==> src/rtl/shift_mix_stage.sv <==
// AES ShiftRows + MixColumns stage behind a valid/ready output register.
// Define SHIFT_MIX_SKID_EN for a two-entry skid buffer with a registered in_ready.
module shift_mix_stage (
    input  logic         clk,
    input  logic         rst_n,
    input  logic         in_valid,
    output logic         in_ready,
    input  logic [127:0] ip,
    input  logic         last_round,
    input  logic         enable,
    output logic         out_valid,
    input  logic         out_ready,
    output logic [127:0] op,
    output logic         out_last
);

    function automatic logic [7:0] xtime(input logic [7:0] x);
        return {x[6:0], 1'b0} ^ (x[7] ? 8'h1B : 8'h00);
    endfunction

    logic [127:0] w_sr;
    logic [127:0] w_mc;
    logic [127:0] w_xform;
    logic         w_in_fire;

    // Byte k sits at ip[127-8k -: 8]; byte 4c+r = s(r,c), and s'(r,c) takes s(r,(c+r)%4).
    generate
        for (genvar gi = 0; gi < 16; gi++) begin : g_shift_rows
            localparam int ROW = gi % 4;
            localparam int COL = gi / 4;
            localparam int SRC = 4 * ((COL + ROW) % 4) + ROW;
            assign w_sr[127-8*gi -: 8] = ip[127-8*SRC -: 8];
        end

        for (genvar gi = 0; gi < 4; gi++) begin : g_mix_cols
            logic [7:0] w_a, w_b, w_c, w_d;
            assign w_a = w_sr[127-32*gi -: 8];
            assign w_b = w_sr[119-32*gi -: 8];
            assign w_c = w_sr[111-32*gi -: 8];
            assign w_d = w_sr[103-32*gi -: 8];
            assign w_mc[127-32*gi -: 8] = xtime(w_a) ^ xtime(w_b) ^ w_b ^ w_c ^ w_d;
            assign w_mc[119-32*gi -: 8] = w_a ^ xtime(w_b) ^ xtime(w_c) ^ w_c ^ w_d;
            assign w_mc[111-32*gi -: 8] = w_a ^ w_b ^ xtime(w_c) ^ xtime(w_d) ^ w_d;
            assign w_mc[103-32*gi -: 8] = xtime(w_a) ^ w_a ^ w_b ^ w_c ^ xtime(w_d);
        end
    endgenerate

    assign w_xform   = !enable ? ip : (last_round ? w_sr : w_mc);
    assign w_in_fire = in_valid && in_ready;

    logic [127:0] r_op;
    logic         r_last;
    logic         r_valid;

    assign out_valid = r_valid;
    assign op        = r_op;
    assign out_last  = r_last;

`ifdef SHIFT_MIX_SKID_EN
    logic [127:0] r_skid_op;
    logic         r_skid_last;
    logic         r_skid_valid;
    logic         w_out_fire;

    assign w_out_fire = r_valid && out_ready;
    // Gated by rst_n so the port reads 0 throughout reset and 1 right after release.
    assign in_ready   = rst_n && !r_skid_valid;

    always_ff @(posedge clk) begin
        if (!rst_n) begin
            r_valid      <= 1'b0;
            r_op         <= 128'h0;
            r_last       <= 1'b0;
            r_skid_valid <= 1'b0;
            r_skid_op    <= 128'h0;
            r_skid_last  <= 1'b0;
        end else if (r_skid_valid) begin
            if (w_out_fire) begin
                r_op         <= r_skid_op;
                r_last       <= r_skid_last;
                r_skid_valid <= 1'b0;
            end
        end else if (w_in_fire) begin
            if (!r_valid || w_out_fire) begin
                r_valid <= 1'b1;
                r_op    <= w_xform;
                r_last  <= last_round;
            end else begin
                r_skid_valid <= 1'b1;
                r_skid_op    <= w_xform;
                r_skid_last  <= last_round;
            end
        end else if (w_out_fire) begin
            r_valid <= 1'b0;
        end
    end
`else
    assign in_ready = rst_n && (!r_valid || out_ready);

    always_ff @(posedge clk) begin
        if (!rst_n) begin
            r_valid <= 1'b0;
            r_op    <= 128'h0;
            r_last  <= 1'b0;
        end else if (w_in_fire) begin
            r_valid <= 1'b1;
            r_op    <= w_xform;
            r_last  <= last_round;
        end else if (out_ready) begin
            r_valid <= 1'b0;
        end
    end
`endif

endmodule

==> config.mk <==
export PLATFORM = sky130hd
export DESIGN_NAME = shift_mix_stage
export DESIGN_NICKNAME = d
export VERILOG_FILES = /design/src/rtl/shift_mix_stage.sv
export SDC_FILE = /design/constraint.sdc
export NUM_CORES = 1
export LEC_CHECK = 0
export ABC_AREA = 0
export CAP_MARGIN = 25
export CORE_MARGIN = 4
export CORE_UTILIZATION = 45
export DETAILED_ROUTE_END_ITERATION = 8
export PLACE_DENSITY = 0.82
export SETUP_SLACK_MARGIN = 0.2
export SKIP_LAST_GASP = 1
export SLEW_MARGIN = 40
export SYNTH_ARGS = -nofsm -noshare
export SYNTH_HDL_FRONTEND = slang
export SYNTH_SLANG_ARGS = --single-unit
==> constraint.sdc <==
create_clock -name clk -period 1.7 [get_ports clk]
set_clock_uncertainty 0.15 [all_clocks]
set_input_delay 0.34 -clock clk [delete_from_list [all_inputs] [get_ports clk]]
set_output_delay 0.34 -clock clk [all_outputs]
set_load 0.05 [all_outputs]
==> results of run 1 <==
==> routing by layer <==
| metal | track usage | overflow |
|---|---|---|
| met1 | 0.705 | 0 |
| met2 | 0.897 | 10 |
| met3 | 0.587 | 0 |
| met4 | 0.725 | 13 |
| met5 | 0.284 | 0 |
==> metrics by stage <==
stage	utilization	instance area, sq um
after detailed placement	0.783	17200
after CTS	0.918	20200
after floorplan	-	11100
after global placement	0.783	17200
==> timing repair <==
action,CTS
gates cloned,27
buffers inserted,76
resized for setup,384
endpoints found under the hold margin,0
pin swaps,110
endpoints found under the setup margin,181
==> cells by family after synthesis <==
| family | after synthesis | share of synthesized area |
|---|---|---|
| xor+xnor | 401 | 0.402 |
| compound gates | 262 | 0.185 |
| simple gates | 201 | 0.0969 |
| buf+inv | 137 | 0.0529 |
| flops | 130 | 0.257 |
| mux | 6 | 0.00592 |
==> impl_metrics.yaml, run 1 <==
outcome:
  status: "stopped before the end"
  failing_step: "5_1_grt"
  error_message: "[ERROR GRT-0232] Routing congestion too high. Check the congestion heatmap in the GUI."
clocking:
  cts_buffer_depth: 2
  cts_root_buf: "sky130_fd_sc_hd__clkbuf_16"
  cts_htree_levels: 4
  cts_num_sinks: 130
  cts_made_buffers: 17
  cts_hold_buf: 0
synth:
  synth_top_area_share: 0.257
  synth.cell_area_sq_mm: 0.0101
  yosysUniqueCellTypes: 45
  postSynthRegisterBits: 130
  mappedNetlistNets: 1271
  share_of_the_yosys_chip_area_belonging_to_registers: 0.257
  syn_avg_cell_area_sq_um: 8.92
  post_synthesis_cells: 1137
  yosys_warnings: 0
  ys_async_sr_fraction: 0
  synthMostInstantiatedCell: "sky130_fd_sc_hd__xnor2_1"
  synth_enable_flop_cells: 0
  top_post_synthesis_cells_by_count: "270 x sky130_fd_sc_hd__xnor2_1, 130 x sky130_fd_sc_hd__dfxtp_1, 116 x sky130_fd_sc_hd__clkbuf_1"
  leading_register_cell_type_out_of_synthesis: "sky130_fd_sc_hd__dfxtp_1"
  synthDominantAreaCellType: "sky130_fd_sc_hd__dfxtp_1"
  synthTopCellsByArea: "sky130_fd_sc_hd__dfxtp_1 26%, sky130_fd_sc_hd__xnor2_1 23%, sky130_fd_sc_hd__xor2_1 7.5%"
placement:
  post-place-ws_ns: -0.639
  detailed_place_hpwl_microns: 38000
  port_buffers: 264
  placedCellCount: 1866
  place.gp.congestion: 1.02
die:
  boundaryPins: 265
  die-width_microns: 158
  starting_utilization_of_the_core_area: 0.461
  chipHeight_microns: 158
  floorplan.rows: 54
grt:
  gr-total-overflow: 23
  track_usage: 0.725
  maximum_number_of_pins_on_one_net_before_global_route_repair: 54
sta:
  crit_endpoint: "op[16]$_SDFFE_PN0P_/D"
  worst_endpoint_kind: "sequential cell input"
==> run 2: changes to the inputs <==
--- a/config.mk
+++ b/config.mk
@@ -8,10 +8,9 @@
 export ABC_AREA = 0
 export CAP_MARGIN = 25
 export CORE_MARGIN = 4
-export CORE_UTILIZATION = 45
+export CORE_UTILIZATION = 40
 export DETAILED_ROUTE_END_ITERATION = 8
-export PLACE_DENSITY = 0.82
-export SETUP_SLACK_MARGIN = 0.2
+export PLACE_DENSITY_LB_ADDON = 0.15
 export SKIP_LAST_GASP = 1
 export SLEW_MARGIN = 40
 export SYNTH_ARGS = -nofsm -noshare
==> constraint.sdc (replaced) <==
create_clock -name clk -period 2.2 [get_ports clk]
set_clock_uncertainty 0.15 [all_clocks]
set_input_delay 0.44 -clock clk [delete_from_list [all_inputs] [get_ports clk]]
set_output_delay 0.44 -clock clk [all_outputs]
set_load 0.05 [all_outputs]
==> impl_metrics.yaml, run 2 <==
clocking:
  cts_hold_buf: 0
  cts_root_buf: "sky130_fd_sc_hd__clkbuf_16"
  cts_buffer_depth: 2
  tritoncts: "done"
  cts_num_sinks: 130
  cts_made_buffers: 17
  cts_htree_levels: 4
  clkLatencyLatePin_ns: 0.43
  clk_transition_reported_paths_ns: 0.07
placement:
  place.gp.congestion: 0.948
  post_dp_cell_area_sq_mm: 0.0150
  detailed_place_hpwl_microns: 36500
  port_buffers: 264
setup_path:
  critPathArrivalTime_ns: 1.59
  cp_cell_sequence: "clkdlybuf4s50_1"
  cp.buffers_inverters: 1
  path_delay_family: "buffers and inverters"
  critical_path_peak_fanout: 2
  worstRegToRegCells: 5
  cp-start-kind: "register"
  cp_num_cells: 1
  max_stage_delay_ns: 0.83
  critPathRequiredTime_ns: 1.61
  worst_setup_path_class: "reg2out"
  cpMaxStageDelayCell: "sky130_fd_sc_hd__clkdlybuf4s50_1"
  critical_path.endpoint_type: "primary output"
outcome:
  status: "finished, final reports clean"
routing:
  dr_wl_met3_microns: 4140
  drtPass1Iterations: 7
  wire_per_inst_microns: 24.2
  post_drt_via_cell_ratio: 5.58
  drt_first_iter_violations: 1016
  route.detailed.drc: 0
  num_vias: 10700
  met2WireLength_microns: 20900
  detail-route-antenna-nets: 0
  drt-total-wl_microns: 46600
  route.top_layer_used: "met5"
  wirelength_met1_microns: 19600
sta:
  slew_violations: 0
  final_min_period_over_clock_period: 0.991
  setup-tns-final_ns: 0
  final_hold_viol_count: 0
  setup-violations-final: 0
  clock.fmax_mhz: 459
  tightest_slew_margin_relative_to_the_limit: 0.528
  final.min_clock_period_ns: 2.18
  worst_hold_slack_ns: 0.328
  timing_worst_slew_pin_value_ns: 0.707
  grt_setup_unrepaired: "yes"
cells_and_area:
  most-common-layout-cells: "337 x sky130_fd_sc_hd__buf_4, 269 x sky130_fd_sc_hd__xnor2_1, 150 x sky130_fd_sc_hd__clkdlybuf4s50_1"
  layout.nets: 1716
  fin_util: 0.624
  syn_to_final_growth_pct: 53.9
  stdcell_area_sq_mm: 0.0156
  layout_commonest_cell: "sky130_fd_sc_hd__buf_4"
  final_layout_size_suffix_gt1_frac: 0.257
  largest_register_ff_count: 128
synth:
  ys_async_sr_fraction: 0
  share_of_the_yosys_chip_area_belonging_to_registers: 0.257
  synth.cell_area_sq_mm: 0.0101
  synthMostInstantiatedCell: "sky130_fd_sc_hd__xnor2_1"
  yosysUniqueCellTypes: 45
  synth_enable_flop_cells: 0
  synth_top_area_share: 0.257
  yosys_warnings: 0
  post_synthesis_cells: 1137
  postSynthRegisterBits: 130
  leading_register_cell_type_out_of_synthesis: "sky130_fd_sc_hd__dfxtp_1"
  top_post_synthesis_cells_by_count: "270 x sky130_fd_sc_hd__xnor2_1, 130 x sky130_fd_sc_hd__dfxtp_1, 116 x sky130_fd_sc_hd__clkbuf_1"
  syn_avg_cell_area_sq_um: 8.92
  synthTopCellsByArea: "sky130_fd_sc_hd__dfxtp_1 26%, sky130_fd_sc_hd__xnor2_1 23%, sky130_fd_sc_hd__xor2_1 7.5%"
  synthDominantAreaCellType: "sky130_fd_sc_hd__dfxtp_1"
  mappedNetlistNets: 1271
pwr:
  p_sw_mw: 4.16
  clock_power_share: 0.270
  swShare: 0.392
  pwr_dens_mw_per_mm2: 678
  share_comb_of_total_power: 0.467
  p_leak_nw: 6.71
  peakVddDrop_v: 0.000343
  seqPwrFrac: 0.264
  internal-power_mw: 6.43
die:
  die-width_microns: 167
  starting_utilization_of_the_core_area: 0.405
  core_sq_mm: 0.0250
  chipHeight_microns: 167
  floorplan.rows: 58
  boundaryPins: 265
  area_of_the_die_sq_mm: 0.0280
min_path:
  worst_hold_path_type: "reg2reg"
  timing.hold.worst_path_depth: 2
grt:
  track_usage: 0.323
  gr-total-overflow: 0
  first_pass_grt_wire_length_microns: 68300
  first_global_vias: 10800
  maximum_number_of_pins_on_one_net_before_global_route_repair: 67
  grt_antenna_before_repair: 2
run:
  max_cap_violations: 0
run 2: cell counts after synthesis:
Identical to the previous run, type by type.
run 2: layout make-up:
| cell class | instances | area, sq um |
|---|---|---|
| clock inverter | 14 | 131 |
| multi-input combinational | 870 | 7030 |
| clock buffer | 18 | 439 |
| timing repair buffer | 561 | 4990 |
| antenna | 1 | 2.50 |
| inverter | 2 | 7.51 |
| fill | 2223 | 9420 |
| tap | 330 | 413 |
| sequential | 130 | 2600 |
run 2: repair_timing:
| action | 4_1_cts | 5_1_grt |
|---|---|---|
| buffers inserted | 0 | 0 |
| endpoints found under the setup margin | 34 | 21 |
| resized for setup | 34 | 18 |
run 2: stage by stage:
step / std cells / power [mW] / setup slack (ns)
after floorplan: 1137 / 5.70 / 0.0196
after global placement: 1893 / 7.75 / -0.402
after detailed placement: 1893 / 7.77 / -0.389
after CTS: 1925 / 10.6 / 0.00127
after global routing: 1926 / 11.0 / -0.000584
final: 1926 / 10.6 / 0.0201
run 2: power by group through the flow:
stage / combinational (mW) / clock, mW / sequential [mW]
floorplan: 2.08 / 0 / 3.62
global placement: 4.92 / 0 / 2.84
detailed placement: 4.93 / 0 / 2.83
CTS: 4.92 / 2.87 / 2.78
global route: 5.19 / 2.95 / 2.81
finish: 4.94 / 2.86 / 2.79
run 2: kinds of logic after synthesis:
kind of cell,Yosys count,synth area share
buf+inv,137,0.0529
compound gates,262,0.185
mux,6,0.00592
xor+xnor,401,0.402
flops,130,0.257
simple gates,201,0.0969
run 2: path summary, 6_finish.rpt:
kind,start,end,slack [ns]
hold / removal,op[84]$_SDFFE_PN0P_,op[84]$_SDFFE_PN0P_,0.33
setup / recovery,op[6]$_SDFFE_PN0P_,op[6],0.02
setup reg to reg,out_valid$_SDFFE_PN0P_,op[76]$_SDFFE_PN0P_,0.49
hold reg to reg,op[84]$_SDFFE_PN0P_,op[84]$_SDFFE_PN0P_,0.33
run 2: layer usage:
metal / up-vias / global-route usage
met1: 5117 / 0.433
met2: 626 / 0.508
met4: 2 / 0.131
met5: - / 0
met3: 107 / 0.0687
li1: 4895 / -
(Power assumes the default switching activity.)
==> run 3: changes to the inputs <==
--- a/config.mk
+++ b/config.mk
@@ -8,7 +8,7 @@
 export ABC_AREA = 0
 export CAP_MARGIN = 25
 export CORE_MARGIN = 4
-export CORE_UTILIZATION = 40
+export CORE_UTILIZATION = 50
 export DETAILED_ROUTE_END_ITERATION = 8
 export PLACE_DENSITY_LB_ADDON = 0.15
 export SKIP_LAST_GASP = 1
==> constraint.sdc (replaced) <==
create_clock -name clk -period 2.2 [get_ports clk]
set_clock_uncertainty 0.15 [all_clocks]
set_input_delay 0.44 -clock clk [delete_from_list [all_inputs] [get_ports clk]]
set_output_delay 0.44 -clock clk [all_outputs]
set_load 0.1 [all_outputs]
==> impl_metrics.yaml, run 3 (synthesis gave the netlist of run 2 again) <==
die:
  starting_utilization_of_the_core_area: 0.514
  boundaryPins: 265
  chipHeight_microns: 150
  die-width_microns: 150
  core_sq_mm: 0.0197
  area_of_the_die_sq_mm: 0.0226
  floorplan.rows: 51
grt:
  use_met2: 0.601
  gr-total-overflow: 0
  first_pass_grt_wire_length_microns: 65800
  track_usage: 0.388
  gr-usage-met3: 0.0780
  first_global_vias: 11100
  grt_antenna_before_repair: 0
  globalRouteMet1Util: 0.517
  global_route.peak_usage_layer: "met2"
  maximum_number_of_pins_on_one_net_before_global_route_repair: 66
placement:
  detailed_place_hpwl_microns: 34900
  port_buffers: 264
  post-place-ws_ns: -0.322
  place.gp.congestion: 0.981
clocking:
  cts_num_sinks: 130
  tritoncts: "done"
  clkLatencyLatePin_ns: 0.43
  cts_made_buffers: 17
  post-cts-setup-buffer-count: 0
  postCtsResizedCells: 0
  clk_transition_reported_paths_ns: 0.07
  cts_buffer_depth: 2
  cts_htree_levels: 4
  cts_root_buf: "sky130_fd_sc_hd__clkbuf_16"
  cts_hold_buf: 0
sta:
  tightest_slew_margin_relative_to_the_limit: 0.577
  grt_setup_unrepaired: "no"
  setup-violations-final: 0
  setup_slack_ns: 0.0738
  timing_worst_slew_pin_value_ns: 0.635
  slew_violations: 0
  final_min_period_over_clock_period: 0.966
  clock.fmax_mhz: 470
  final_hold_viol_count: 0
  final.min_clock_period_ns: 2.13
  setup-tns-final_ns: 0
setup_path:
  critPathRequiredTime_ns: 1.61
  critical_path.reg2reg.startpoint: "out_valid$_SDFFE_PN0P_"
  critical_path.endpoint_type: "primary output"
  worstRegToRegCells: 6
  worst_setup_path_class: "in2out"
  critical_path_peak_fanout: 4
  cp-start-kind: "input pin"
  critPathArrivalTime_ns: 1.54
  worstSetupStartpoint: "out_ready"
cells_and_area:
  final_layout_size_suffix_gt1_frac: 0.296
  largest_register_ff_count: 128
  nFillCells: 1414
  syn_to_final_growth_pct: 50.4
  multi_input_gate_area_sq_mm: 0.00703
  layout.area.seq_sq_mm: 0.00260
  layout.nets: 1704
  most-common-layout-cells: "398 x sky130_fd_sc_hd__buf_4, 269 x sky130_fd_sc_hd__xnor2_1, 131 x sky130_fd_sc_hd__clkdlybuf4s50_1"
  layout_commonest_cell: "sky130_fd_sc_hd__buf_4"
  antenna-diode-count: 0
min_path:
  min-delay-start: "rst_n"
  timing.hold.worst_path_depth: 2
  worst_hold_path_type: "in2reg"
routing:
  num_vias: 11000
  route.detailed.drc: 0
  drtPass1Iterations: 7
  drt_first_iter_violations: 1330
  wire_per_inst_microns: 24.2
  drt-total-wl_microns: 44700
  post_drt_via_cell_ratio: 5.95
  detail-route-antenna-nets: 0
run:
  max_cap_violations: 0
pwr:
  p_leak_nw: 6.39
  pwr_dens_mw_per_mm2: 761
  peakVddDrop_v: 0.000440
outcome:
  status: "finished, final reports clean"
run 3: cell count changes in the layout (fill, tap and decap cells not counted), sizes merged:
| cell | previous run | this run |
|---|---|---|
| bufinv | 1 | 3 |
| dlymetal6s2s | 17 | 0 |
| dlygate4sd2 | 34 | 0 |
| inv | 6 | 4 |
| clkinvlp | 4 | 2 |
| buf | 360 | 418 |
| diode | 1 | 0 |
| clkdlybuf4s50 | 150 | 131 |
| clkinv | 5 | 7 |
run 3: metal layers:
layer  wire length [microns]  vias up
li1                        -     4876
met1                   17400     5261
met2                   19800      724
met3                    5040      134
met4                    2420        0
met5                       0        -
run 3: per-stage QoR:
step	area [sq um]	util	hold WS (ns)	std cells	power, mW
4_1_cts	15300	0.774	0.198	1848	11.5
3_5_place_dp	14700	0.743	0.299	1816	8.56
3_3_place_gp	14700	0.743	0.301	1816	8.52
2_1_floorplan	10100	-	0.421	1137	6.62
5_1_grt	15300	0.774	0.215	1848	11.9
6_report	15300	0.774	0.201	1848	11.6
run 3: cell type report:
class | count | share of cell area
Clock inverter | 14 | 0.0106
Tap cell | 265 | 0.0217
Multi-Input combinational cell | 870 | 0.461
Timing Repair Buffer | 549 | 0.307
Inverter | 2 | 0.000492
Sequential cell | 130 | 0.171
Clock buffer | 18 | 0.0288
run 3: where the power goes:
group	switching (mW)	leakage, nW	internal, mW	total [mW]
sequential	0.186	1.08	2.60	2.79
combinational	3.62	5.02	2.20	5.81
clock	1.20	0.296	1.81	3.01
run 3: worst paths after layout:
kind | end | slack (ns)
max | in_ready | 0.07
min reg2reg | out_last$_SDFFE_PN0P_ | 0.32
min | out_valid$_SDFFE_PN0P_ | 0.20
max reg2reg | op[68]$_SDFFE_PN0P_ | 0.40
run 3: worst max-delay path, cell delays in order:
cell and delay [ns]:
sky130_fd_sc_hd__clkdlybuf4s50_1 0.39, sky130_fd_sc_hd__nand2b_1 0.19, sky130_fd_sc_hd__buf_4 0.15, sky130_fd_sc_hd__and2_2 0.20, sky130_fd_sc_hd__buf_12 0.16
==> run 4: changes to the inputs <==
--- a/config.mk
+++ b/config.mk
@@ -12,7 +12,7 @@
 export DETAILED_ROUTE_END_ITERATION = 8
 export PLACE_DENSITY_LB_ADDON = 0.15
 export SKIP_LAST_GASP = 1
-export SLEW_MARGIN = 40
+export SLEW_MARGIN = 5
 export SYNTH_ARGS = -nofsm -noshare
 export SYNTH_HDL_FRONTEND = slang
 export SYNTH_SLANG_ARGS = --single-unit
==> constraint.sdc (replaced) <==
create_clock -name clk -period 2.2 [get_ports clk]
set_clock_uncertainty 0.15 [all_clocks]
set_input_delay 0.44 -clock clk [delete_from_list [all_inputs] [get_ports clk]]
set_output_delay 0.44 -clock clk [all_outputs]
set_load 0.01 [all_outputs]
==> impl_metrics.yaml, run 4 (synthesis gave the netlist of run 2 again) <==
outcome:
  status: "finished, final reports clean"
setup_path:
  regToRegEndpoint: "op[71]$_SDFFE_PN0P_"
  worst_setup_path_class: "in2reg"
  critical_path.endpoint_type: "register"
  cp_cell_sequence: "clkdlybuf4s50_1 > xnor2_1 > xnor3_1 > a222oi_1 > o21ai_0"
  worstRegToRegCells: 6
  cpMaxStageDelayCell: "sky130_fd_sc_hd__clkdlybuf4s50_1"
  cp-start-kind: "input pin"
  worstSetupStartpoint: "ip[127]"
  critPathRequiredTime_ns: 2.35
  critPathArrivalTime_ns: 2.22
  critical_path.reg2reg.startpoint: "out_valid$_SDFFE_PN0P_"
  max_stage_delay_ns: 0.52
  regToRegSetupSlack_ns: 0.43
  critical_path_peak_fanout: 4
sta:
  final_hold_viol_count: 0
  clock.fmax_mhz: 484
  setup_slack_ns: 0.135
  setup-violations-final: 0
  setup-tns-final_ns: 0
  tightest_slew_margin_relative_to_the_limit: 0.545
  final_min_period_over_clock_period: 0.939
  final.min_clock_period_ns: 2.07
  grt_setup_unrepaired: "no"
  slew_violations: 0
  timing_worst_slew_pin_value_ns: 0.682
placement:
  port_buffers: 264
  detailed_place_hpwl_microns: 35300
  post-place-ws_ns: -0.257
  place.gp.congestion: 0.994
clocking:
  cts_hold_buf: 0
  tritoncts: "done"
  clkLatencyLatePin_ns: 0.43
  post-cts-setup-buffer-count: 0
  cts_made_buffers: 17
  cts_buffer_depth: 2
  clk_transition_reported_paths_ns: 0.06
  cts_root_buf: "sky130_fd_sc_hd__clkbuf_16"
  postCtsResizedCells: 1
  cts_htree_levels: 4
  cts_num_sinks: 130
die:
  floorplan.rows: 51
  chipHeight_microns: 150
  die-width_microns: 150
  area_of_the_die_sq_mm: 0.0226
  starting_utilization_of_the_core_area: 0.514
  boundaryPins: 265
  core_sq_mm: 0.0197
routing:
  post_drt_via_cell_ratio: 6.02
  drt-total-wl_microns: 45300
  wirelength_met1_microns: 17000
  wire_per_inst_microns: 24.3
  num_vias: 11200
  dr_wl_met3_microns: 5250
  drtPass1Iterations: 7
  route.detailed.drc: 0
  detail-route-antenna-nets: 0
  route.top_layer_used: "met4"
  drt_first_iter_violations: 1457
  met2WireLength_microns: 20300
run:
  max_cap_violations: 0
grt:
  track_usage: 0.390
  first_pass_grt_wire_length_microns: 66400
  grt_antenna_before_repair: 4
  maximum_number_of_pins_on_one_net_before_global_route_repair: 70
  first_global_vias: 11000
  gr-total-overflow: 0
pwr:
  p_total_mw: 10.3
  pwr_dens_mw_per_mm2: 654
  peakVddDrop_v: 0.000580
  p_leak_nw: 6.28
cells_and_area:
  final_layout_size_suffix_gt1_frac: 0.219
  layout.nets: 1718
  layout_commonest_cell: "sky130_fd_sc_hd__buf_4"
  syn_to_final_growth_pct: 55.5
  most-common-layout-cells: "280 x sky130_fd_sc_hd__buf_4, 270 x sky130_fd_sc_hd__xnor2_1, 261 x sky130_fd_sc_hd__clkdlybuf4s50_1"
  largest_register_ff_count: 128
  nFillCells: 1364
  fin_util: 0.800
min_path:
  worst_hold_path_type: "in2reg"
  timing.hold.worst_path_depth: 2
  hold_end: "out_valid$_SDFFE_PN0P_"
  min-delay-start: "rst_n"
## run 4: cell count changes in the layout (fill, tap and decap cells not counted), sizes merged
cell	change
inv	-1
bufinv	+2
clkinvlp	-1
clkbuf	+2
clkinv	-2
diode	+3
buf	-117
clkdlybuf4s50	+130
dlygate4sd2	+1
## run 4: through the flow
step	instance area (sq um)	std cells	hold slack, ns
floorplan	10100	1137	0.328
global placement	15100	1830	0.308
detailed placement	15100	1830	0.303
CTS	15800	1862	0.180
global route	15800	1865	0.189
finish	15800	1865	0.184
## run 4: layer usage
layer | vias up | GRT usage
met5 | - | 0
met4 | 0 | 0.204
met3 | 170 | 0.0822
met2 | 819 | 0.608
met1 | 5332 | 0.509
li1 | 4907 | -
## run 4: critical path: cells and delay by family
kind,cells,cell delay [ns]
xor gates and xnor gates,2,0.81
AOI/OAI and AO/OA,2,0.45
buffers and inverters,1,0.52
## run 4: worst max path at each step
| stage | end | slack, ns | cells after the start |
|---|---|---|---|
| floorplan | in_ready | 0.17 | 4 |
| global placement | op[76]$_SDFFE_PN0P_ | -0.22 | 5 |
| detailed placement | op[76]$_SDFFE_PN0P_ | -0.26 | 5 |
| CTS | in_ready | 0.17 | 4 |
| global route | op[119]$_SDFFE_PN0P_ | 0.04 | 5 |
| finish | op[96]$_SDFFE_PN0P_ | 0.13 | 5 |
## run 4: final cells by class
cell class                 instances  area [sq um]  share of cell area
clock inverter                    12           203              0.0129
clock buffer                      20           467              0.0296
antenna                            3          7.51            0.000476
sequential                       130          2600               0.165
multi-input combinational        870          7030               0.445
inverter                           2          7.51            0.000476
timing repair buffer             563          5130               0.325
tap                              265           332              0.0210
## run 4: where the power goes
part           internal [mW]  total, mW  switching [mW]
combinational           2.30       4.26            1.96
clock                   2.11       3.27            1.17
sequential              2.60       2.78           0.180
total                   7.01       10.3            3.30
